`config.mk`:
```
export PLATFORM = sky130hd
export DESIGN_NAME = siu_l2_req_tracker
export DESIGN_NICKNAME = d
export VERILOG_FILES = /design/src/rtl/siu_l2_trk_pkg.sv /design/src/rtl/siu_l2_trk_bank.sv /design/src/rtl/siu_l2_req_tracker.sv
export SDC_FILE = /design/constraint.sdc
export NUM_CORES = 2
export LEC_CHECK = 0
export ABC_AREA = 1
export ABC_CLOCK_PERIOD_IN_PS = 2600
export CORE_AREA = 4 4 354 356
export CTS_CLUSTER_SIZE = 24
export DETAILED_ROUTE_END_ITERATION = 8
export DIE_AREA = 0 0 358 360
export PLACE_DENSITY_LB_ADDON = 0.1
export SYNTH_ARGS = -nofsm -noshare
export SYNTH_HDL_FRONTEND = slang
export SYNTH_HIERARCHICAL = 1
export SYNTH_SLANG_ARGS = --single-unit
export TNS_END_PERCENT = 50
```
`constraint.sdc`:
```
create_clock -name iol2clk -period 2.6 [get_ports iol2clk]
set_input_delay 0.39 -clock iol2clk [delete_from_list [all_inputs] [get_ports iol2clk]]
set_output_delay 0.39 -clock iol2clk [all_outputs]
set_load 0.005 [all_outputs]
```
`src/rtl/siu_l2_trk_pkg.sv`:
```
// siu_l2_trk_pkg
//   Shared types and helpers for the SIU->L2 request tracker.
//   - trk_state_e : per-bank sequencing FSM state (IDLE, HDR, GAP)
//   - *_DEF       : default header/dummy cycle counts and WRI marker bit
//   - sat_updn    : saturating up/down counter step
package siu_l2_trk_pkg;

    typedef enum logic [1:0] {
        IDLE = 2'd0,
        HDR  = 2'd1,
        GAP  = 2'd2
    } trk_state_e;

    localparam int HDR_CYC_DEF   = 2;
    localparam int DUMMY_CYC_DEF = 3;
    localparam int WRI_BIT_DEF   = 29;

    // One counter step: inc and dec together cancel; the count clamps at
    // 0 on the way down and at max on the way up.
    function automatic int unsigned sat_updn(input int unsigned cnt,
                                             input logic        inc,
                                             input logic        dec,
                                             input int unsigned max);
        if (inc && !dec)
            return (cnt >= max) ? max : cnt + 1;
        else if (dec && !inc)
            return (cnt == 0) ? 0 : cnt - 1;
        return cnt;
    endfunction

endpackage

```
`src/rtl/siu_l2_trk_bank.sv`:
```
// siu_l2_trk_bank
//   Passive monitor for one L2 bank: request sequencing FSM, header capture,
//   IQ/WIB occupancy counters and sticky protocol error flags.
//   Optional macro SIU_L2_TRK_STATS_EN adds saturating request totals.
// Ports:
//   clk, rst          clock, synchronous active-high reset
//   mon_en            tracking enable (gates new requests and error setting)
//   req, req_vld      request word / valid from the SII
//   iq_dequeue        IQ entry released by the L2T
//   wib_dequeue       WIB entry drained by the L2T
//   hdr_vld, hdr_data one-cycle header pulse and held header (word 0 low)
//   iq_cnt, wib_cnt   outstanding IQ / WRI entries
//   err_*             sticky error flags
//   req_total, wri_total  (stats build only) header counts
module siu_l2_trk_bank
    import siu_l2_trk_pkg::*;
#(
    parameter int REQ_W     = 32,
    parameter int HDR_CYC   = HDR_CYC_DEF,
    parameter int DUMMY_CYC = DUMMY_CYC_DEF,
    parameter int IQ_DEPTH  = 16,
    parameter int WIB_DEPTH = 8,
    parameter int WRI_BIT   = WRI_BIT_DEF,
    parameter int CNT_W     = $clog2(IQ_DEPTH + 1)
) (
    input  logic                       clk,
    input  logic                       rst,
    input  logic                       mon_en,
    input  logic [REQ_W-1:0]           req,
    input  logic                       req_vld,
    input  logic                       iq_dequeue,
    input  logic                       wib_dequeue,
    output logic                       hdr_vld,
    output logic [HDR_CYC*REQ_W-1:0]   hdr_data,
    output logic [CNT_W-1:0]           iq_cnt,
    output logic [CNT_W-1:0]           wib_cnt,
    output logic                       err_overlap,
    output logic                       err_iq_uflow,
    output logic                       err_iq_oflow,
    output logic                       err_wib_uflow
`ifdef SIU_L2_TRK_STATS_EN
   ,output logic [15:0]                req_total,
    output logic [15:0]                wri_total
`endif
);

    // One counter serves both the header word index and the dummy cycles.
    localparam int SEQ_MAX = (HDR_CYC > DUMMY_CYC) ? HDR_CYC : DUMMY_CYC;
    localparam int SEQ_W   = $clog2(SEQ_MAX + 1);

    trk_state_e                     state, state_nxt;
    logic [SEQ_W-1:0]               seq, seq_nxt;
    logic [HDR_CYC-1:0][REQ_W-1:0]  hdr_buf, hdr_buf_nxt;
    logic                           hdr_done;
    logic                           iq_inc, wib_inc;

    // Counters act on the registered pulse so hdr_data is already stable
    // when the WRI bit is examined.
    assign iq_inc  = hdr_vld;
    assign wib_inc = hdr_vld && hdr_data[WRI_BIT];

    always_comb begin
        state_nxt   = state;
        seq_nxt     = seq;
        hdr_buf_nxt = hdr_buf;
        hdr_done    = 1'b0;
        case (state)
            IDLE: begin
                if (req_vld && mon_en) begin
                    state_nxt = HDR;
                    seq_nxt   = '0;
                end
            end
            HDR: begin
                for (int i = 0; i < HDR_CYC; i++)
                    if (seq == SEQ_W'(i)) hdr_buf_nxt[i] = req;
                if (seq == SEQ_W'(HDR_CYC - 1)) begin
                    hdr_done  = 1'b1;
                    state_nxt = GAP;
                    seq_nxt   = '0;
                end else begin
                    seq_nxt = seq + SEQ_W'(1);
                end
            end
            GAP: begin
                if (seq == SEQ_W'(DUMMY_CYC - 1)) begin
                    state_nxt = IDLE;
                    seq_nxt   = '0;
                end else begin
                    seq_nxt = seq + SEQ_W'(1);
                end
            end
            default: begin
                state_nxt = IDLE;
                seq_nxt   = '0;
            end
        endcase
    end

    always_ff @(posedge clk) begin
        if (rst) begin
            state         <= IDLE;
            seq           <= '0;
            hdr_buf       <= '0;
            hdr_vld       <= 1'b0;
            hdr_data      <= '0;
            iq_cnt        <= '0;
            wib_cnt       <= '0;
            err_overlap   <= 1'b0;
            err_iq_uflow  <= 1'b0;
            err_iq_oflow  <= 1'b0;
            err_wib_uflow <= 1'b0;
        end else begin
            state   <= state_nxt;
            seq     <= seq_nxt;
            hdr_buf <= hdr_buf_nxt;
            hdr_vld <= hdr_done;
            if (hdr_done) hdr_data <= hdr_buf_nxt;

            iq_cnt  <= CNT_W'(sat_updn(32'(iq_cnt), iq_inc, iq_dequeue, IQ_DEPTH));
            wib_cnt <= CNT_W'(sat_updn(32'(wib_cnt), wib_inc, wib_dequeue, WIB_DEPTH));

            // A request while busy is only flagged; the sequence in flight
            // carries on untouched.
            if (mon_en) begin
                if (req_vld && state != IDLE)                          err_overlap   <= 1'b1;
                if (iq_dequeue && !iq_inc && iq_cnt == '0)             err_iq_uflow  <= 1'b1;
                if (iq_inc && !iq_dequeue && iq_cnt == CNT_W'(IQ_DEPTH)) err_iq_oflow <= 1'b1;
                if (wib_dequeue && !wib_inc && wib_cnt == '0)          err_wib_uflow <= 1'b1;
            end
        end
    end

`ifdef SIU_L2_TRK_STATS_EN
    always_ff @(posedge clk) begin
        if (rst) begin
            req_total <= '0;
            wri_total <= '0;
        end else begin
            if (iq_inc && req_total != 16'hFFFF)  req_total <= req_total + 16'd1;
            if (wib_inc && wri_total != 16'hFFFF) wri_total <= wri_total + 16'd1;
        end
    end
`endif

endmodule

```
`src/rtl/siu_l2_req_tracker.sv`:
```
// siu_l2_req_tracker
//   Passive SII->L2T inbound request tracker across N_BANKS banks. Each bank
//   is an independent siu_l2_trk_bank; this level only slices flat buses.
//   Optional macro SIU_L2_TRK_STATS_EN adds req_total / wri_total outputs.
// Ports:
//   iol2clk, rst                  clock, synchronous active-high reset
//   mon_en                        tracking enable
//   sii_l2t_req, sii_l2t_req_vld  request words / valids, bank b at slice b
//   l2t_sii_iq_dequeue            IQ dequeue per bank
//   l2t_sii_wib_dequeue           WIB drain per bank
//   hdr_vld, hdr_data             header pulse / held header per bank
//   iq_cnt, wib_cnt               occupancy per bank (CNT_W each)
//   err_overlap, err_iq_uflow, err_iq_oflow, err_wib_uflow  sticky errors
module siu_l2_req_tracker
    import siu_l2_trk_pkg::*;
#(
    parameter int N_BANKS   = 8,
    parameter int REQ_W     = 32,
    parameter int HDR_CYC   = HDR_CYC_DEF,
    parameter int DUMMY_CYC = DUMMY_CYC_DEF,
    parameter int IQ_DEPTH  = 16,
    parameter int WIB_DEPTH = 8,
    parameter int WRI_BIT   = WRI_BIT_DEF,
    parameter int CNT_W     = $clog2(IQ_DEPTH + 1)
) (
    input  logic                               iol2clk,
    input  logic                               rst,
    input  logic                               mon_en,
    input  logic [N_BANKS*REQ_W-1:0]           sii_l2t_req,
    input  logic [N_BANKS-1:0]                 sii_l2t_req_vld,
    input  logic [N_BANKS-1:0]                 l2t_sii_iq_dequeue,
    input  logic [N_BANKS-1:0]                 l2t_sii_wib_dequeue,
    output logic [N_BANKS-1:0]                 hdr_vld,
    output logic [N_BANKS*HDR_CYC*REQ_W-1:0]   hdr_data,
    output logic [N_BANKS*CNT_W-1:0]           iq_cnt,
    output logic [N_BANKS*CNT_W-1:0]           wib_cnt,
    output logic [N_BANKS-1:0]                 err_overlap,
    output logic [N_BANKS-1:0]                 err_iq_uflow,
    output logic [N_BANKS-1:0]                 err_iq_oflow,
    output logic [N_BANKS-1:0]                 err_wib_uflow
`ifdef SIU_L2_TRK_STATS_EN
   ,output logic [N_BANKS*16-1:0]              req_total,
    output logic [N_BANKS*16-1:0]              wri_total
`endif
);

    localparam int HW = HDR_CYC * REQ_W;

    for (genvar g = 0; g < N_BANKS; g++) begin : g_bank
        siu_l2_trk_bank #(
            .REQ_W     (REQ_W),
            .HDR_CYC   (HDR_CYC),
            .DUMMY_CYC (DUMMY_CYC),
            .IQ_DEPTH  (IQ_DEPTH),
            .WIB_DEPTH (WIB_DEPTH),
            .WRI_BIT   (WRI_BIT),
            .CNT_W     (CNT_W)
        ) u_bank (
            .clk           (iol2clk),
            .rst           (rst),
            .mon_en        (mon_en),
            .req           (sii_l2t_req[g*REQ_W +: REQ_W]),
            .req_vld       (sii_l2t_req_vld[g]),
            .iq_dequeue    (l2t_sii_iq_dequeue[g]),
            .wib_dequeue   (l2t_sii_wib_dequeue[g]),
            .hdr_vld       (hdr_vld[g]),
            .hdr_data      (hdr_data[g*HW +: HW]),
            .iq_cnt        (iq_cnt[g*CNT_W +: CNT_W]),
            .wib_cnt       (wib_cnt[g*CNT_W +: CNT_W]),
            .err_overlap   (err_overlap[g]),
            .err_iq_uflow  (err_iq_uflow[g]),
            .err_iq_oflow  (err_iq_oflow[g]),
            .err_wib_uflow (err_wib_uflow[g])
`ifdef SIU_L2_TRK_STATS_EN
           ,.req_total     (req_total[g*16 +: 16]),
            .wri_total     (wri_total[g*16 +: 16])
`endif
        );
    end

endmodule

```
==> reports/metrics.yaml <==
clock_network:
  cts_made_buffers: 106
  postCtsSetupBuffers: 0
  cts-resized-gates: 0
  clkTransAtPathRegs_ns: 0.06
  cts_tree: "done"
  clock_latency_ns: 0.68
  cts.htree.levels: 3
  clockRootBuffer: "clkbuf_16"
  cts.sinks: 920
  ctsHoldBuffers: 0
  clk_path_buf_depth: 3
yosys:
  seq_area_frac_synth: 0.503
  syn-cell-area_sq_um: 36600
  synth-main-ff-cell: "dfxtp_1"
  synth_area_per_cell_sq_um: 7.84
  synth_nets: 5057
  ys.warnings.count: 6
  synth-edff-count: 0
  synth_cells: 4670
  ys_types: 25
  ys_ff_latch: 920
  async_flop_share: 0
timing:
  final-setup-viol-count: 0
  max_freq_mhz: 421
  fin_ws_ns: 0.225
  fin_crit_ns: 2.37
  finalSetupTns_ns: 0
  timing.final.crit_share: 0.913
  hold_viol_final: 0
  final-max-slew-violation-count: 0
  worst_pin_slew_ns: 0.715
  max_slew_margin: 0.523
  rsz0062_at_grt: "no"
  skew_ns: 0.0195
cells_and_area:
  layout_common_cells: "dfxtp_1, clkdlybuf4s50_1, nand2_1, a21oi_1, o21ai_0"
  final_common_cell: "dfxtp_1"
  drive_gt1_frac: 0.0506
  utilization: 0.412
  nets: 5812
  syn_to_final_growth_pct: 37.1
  fill_cells: 12400
  multi_input_area_sq_um: 14300
  stdcell_area_sq_um: 50200
  seq_area_sq_um: 18400
setup_path:
  path_class: "flop to output pin"
  crit_fanout: 10
  cp_slowest_stage_delay_ns: 0.77
  cp-start-kind: "flop"
  cpMaxStageDelayCell: "clkdlybuf4s50_1"
  endpoint_kind: "output pin"
  path_cells: "clkdlybuf4s50_1"
  reg2reg_from: "g_bank[1].u_bank/state[1]$_SDFFE_PP0P_"
  cp_data_required_time_ns: 2.21
  startpoint: "g_bank[4].u_bank/iq_cnt[2]$_SDFFE_PP0P_"
  crit_buf_inv: 1
  cp_data_arrival_time_ns: 1.98
  crit_family: "buffers and inverters"
floorplanning:
  die_w_um: 358
  placement_rows: 128
  core_region_area_sq_um: 122000
  ios: 915
  die_h_um: 360
  start_util: 0.301
  die_area_sq_um: 129000
detailed_routing:
  drc_errors: 0
  drt_iter0_markers: 1562
  num_vias: 32300
  wirelength_um: 126000
  via_per_inst: 4.53
  antenna_left: 0
  routedWlPerCell_um: 17.7
  dr.pass1.iters: 5
grt:
  antenna_found_initial: 9
  grt_max_degree: 98
  grt.overflow.total: 0
  grt_pass1_vias: 30700
  grt_pass1_wl_um: 188000
  grt_use_total: 0.186
place:
  hpwl_um: 90700
  gp_congestion: 0.808
  port-buffer-count: 914
  place_area_sq_um: 46600
  dp_slack_ns: 0.602
job:
  max_cap_violations: 0
power_and_ir_drop:
  ir_worst_vdd_v: 0.000561
  cellPowerDensity_nw_per_um2: 813
  leakage_nw: 19.2
  power.total_mw: 40.8
status:
  outcome: "finished, final reports clean"
min_path:
  hp-start: "rst"
  min_path_type: "input pin to flop"
==> flip-flops by register name, summed over array words and instances, names as in the netlist, 16 cells and up <==
name and count:
g_bank.u_bank/hdr_data 512, g_bank.u_bank/seq 16, g_bank.u_bank/hdr_buf 256, g_bank.u_bank/wib_cnt 40, g_bank.u_bank/state 16, g_bank.u_bank/iq_cnt 40
==> logic make-up (layout without fill, tap and decap cells) <==
group | count (synthesis) | in the layout | synth area share
other | 0 | 7 | 0
xor gates and xnor gates | 16 | 16 | 0.00383
adders and majority gates | 104 | 104 | 0.0356
buffers and inverters | 874 | 1714 | 0.107
AOI/OAI and AO/OA | 1474 | 1474 | 0.205
DFF | 920 | 920 | 0.503
and+or+nand+nor | 1282 | 1282 | 0.145
==> stage by stage <==
stage,hold slack [ns],instances
2_1_floorplan,0.429,4670
3_3_place_gp,0.433,6942
3_5_place_dp,0.439,6942
4_1_cts,0.0365,7135
5_1_grt,0.0747,7140
6_report,0.0940,7142
==> cell type report <==
type                    count  area share
clock inverters            39      0.0105
inverters                 562      0.0425
repair buffers            959       0.194
multi-input cells        2876       0.284
clock buffers             154      0.0613
flip-flops and latches    920       0.367
well taps                1625      0.0405
diodes                      7    0.000349
==> report_power, final <==
part	switching (mW)	total, mW	internal (mW)
Clock	6.20	15.3	9.12
Sequential	0.799	17.0	16.2
Combinational	5.13	8.49	3.36
Total	12.1	40.8	28.7
==> path summary, 6_finish.rpt <==
path | to | slack (ns) | cells after the start
setup / recovery | iq_cnt[22] | 0.23 | 1
hold / removal | g_bank[5].u_bank/hdr_buf[29]$_SDFF_PP0_ | 0.09 | 2
setup reg to reg | g_bank[1].u_bank/hdr_data[40]$_SDFFE_PP0P_ | 0.63 | 7
hold reg to reg | g_bank[0].u_bank/hdr_data[25]$_SDFFE_PP0P_ | 0.44 | 2
==> cell usage after synthesis, drive strengths merged (24+ instances only) <==
cell type / n / area, sq um
clkbuf: 96 / 360
nand2: 884 / 3380
o21ai: 562 / 2810
ha: 104 / 1300
nand4: 24 / 150
nand3: 112 / 661
nor2: 254 / 1080
inv: 554 / 2100
buf: 216 / 1430
dfxtp: 920 / 18400
o21a: 40 / 300
a21oi: 856 / 4280
==> per-layer routing <==
metal	track usage	wire length, um	up-vias
met3	0.0646	10400	187
met2	0.321	60700	780
met1	0.211	51000	14800
met5	0	23	-
li1	-	-	16600
met4	0.0704	4170	4
No activity file was read; power rests on OpenSTA's default activity.
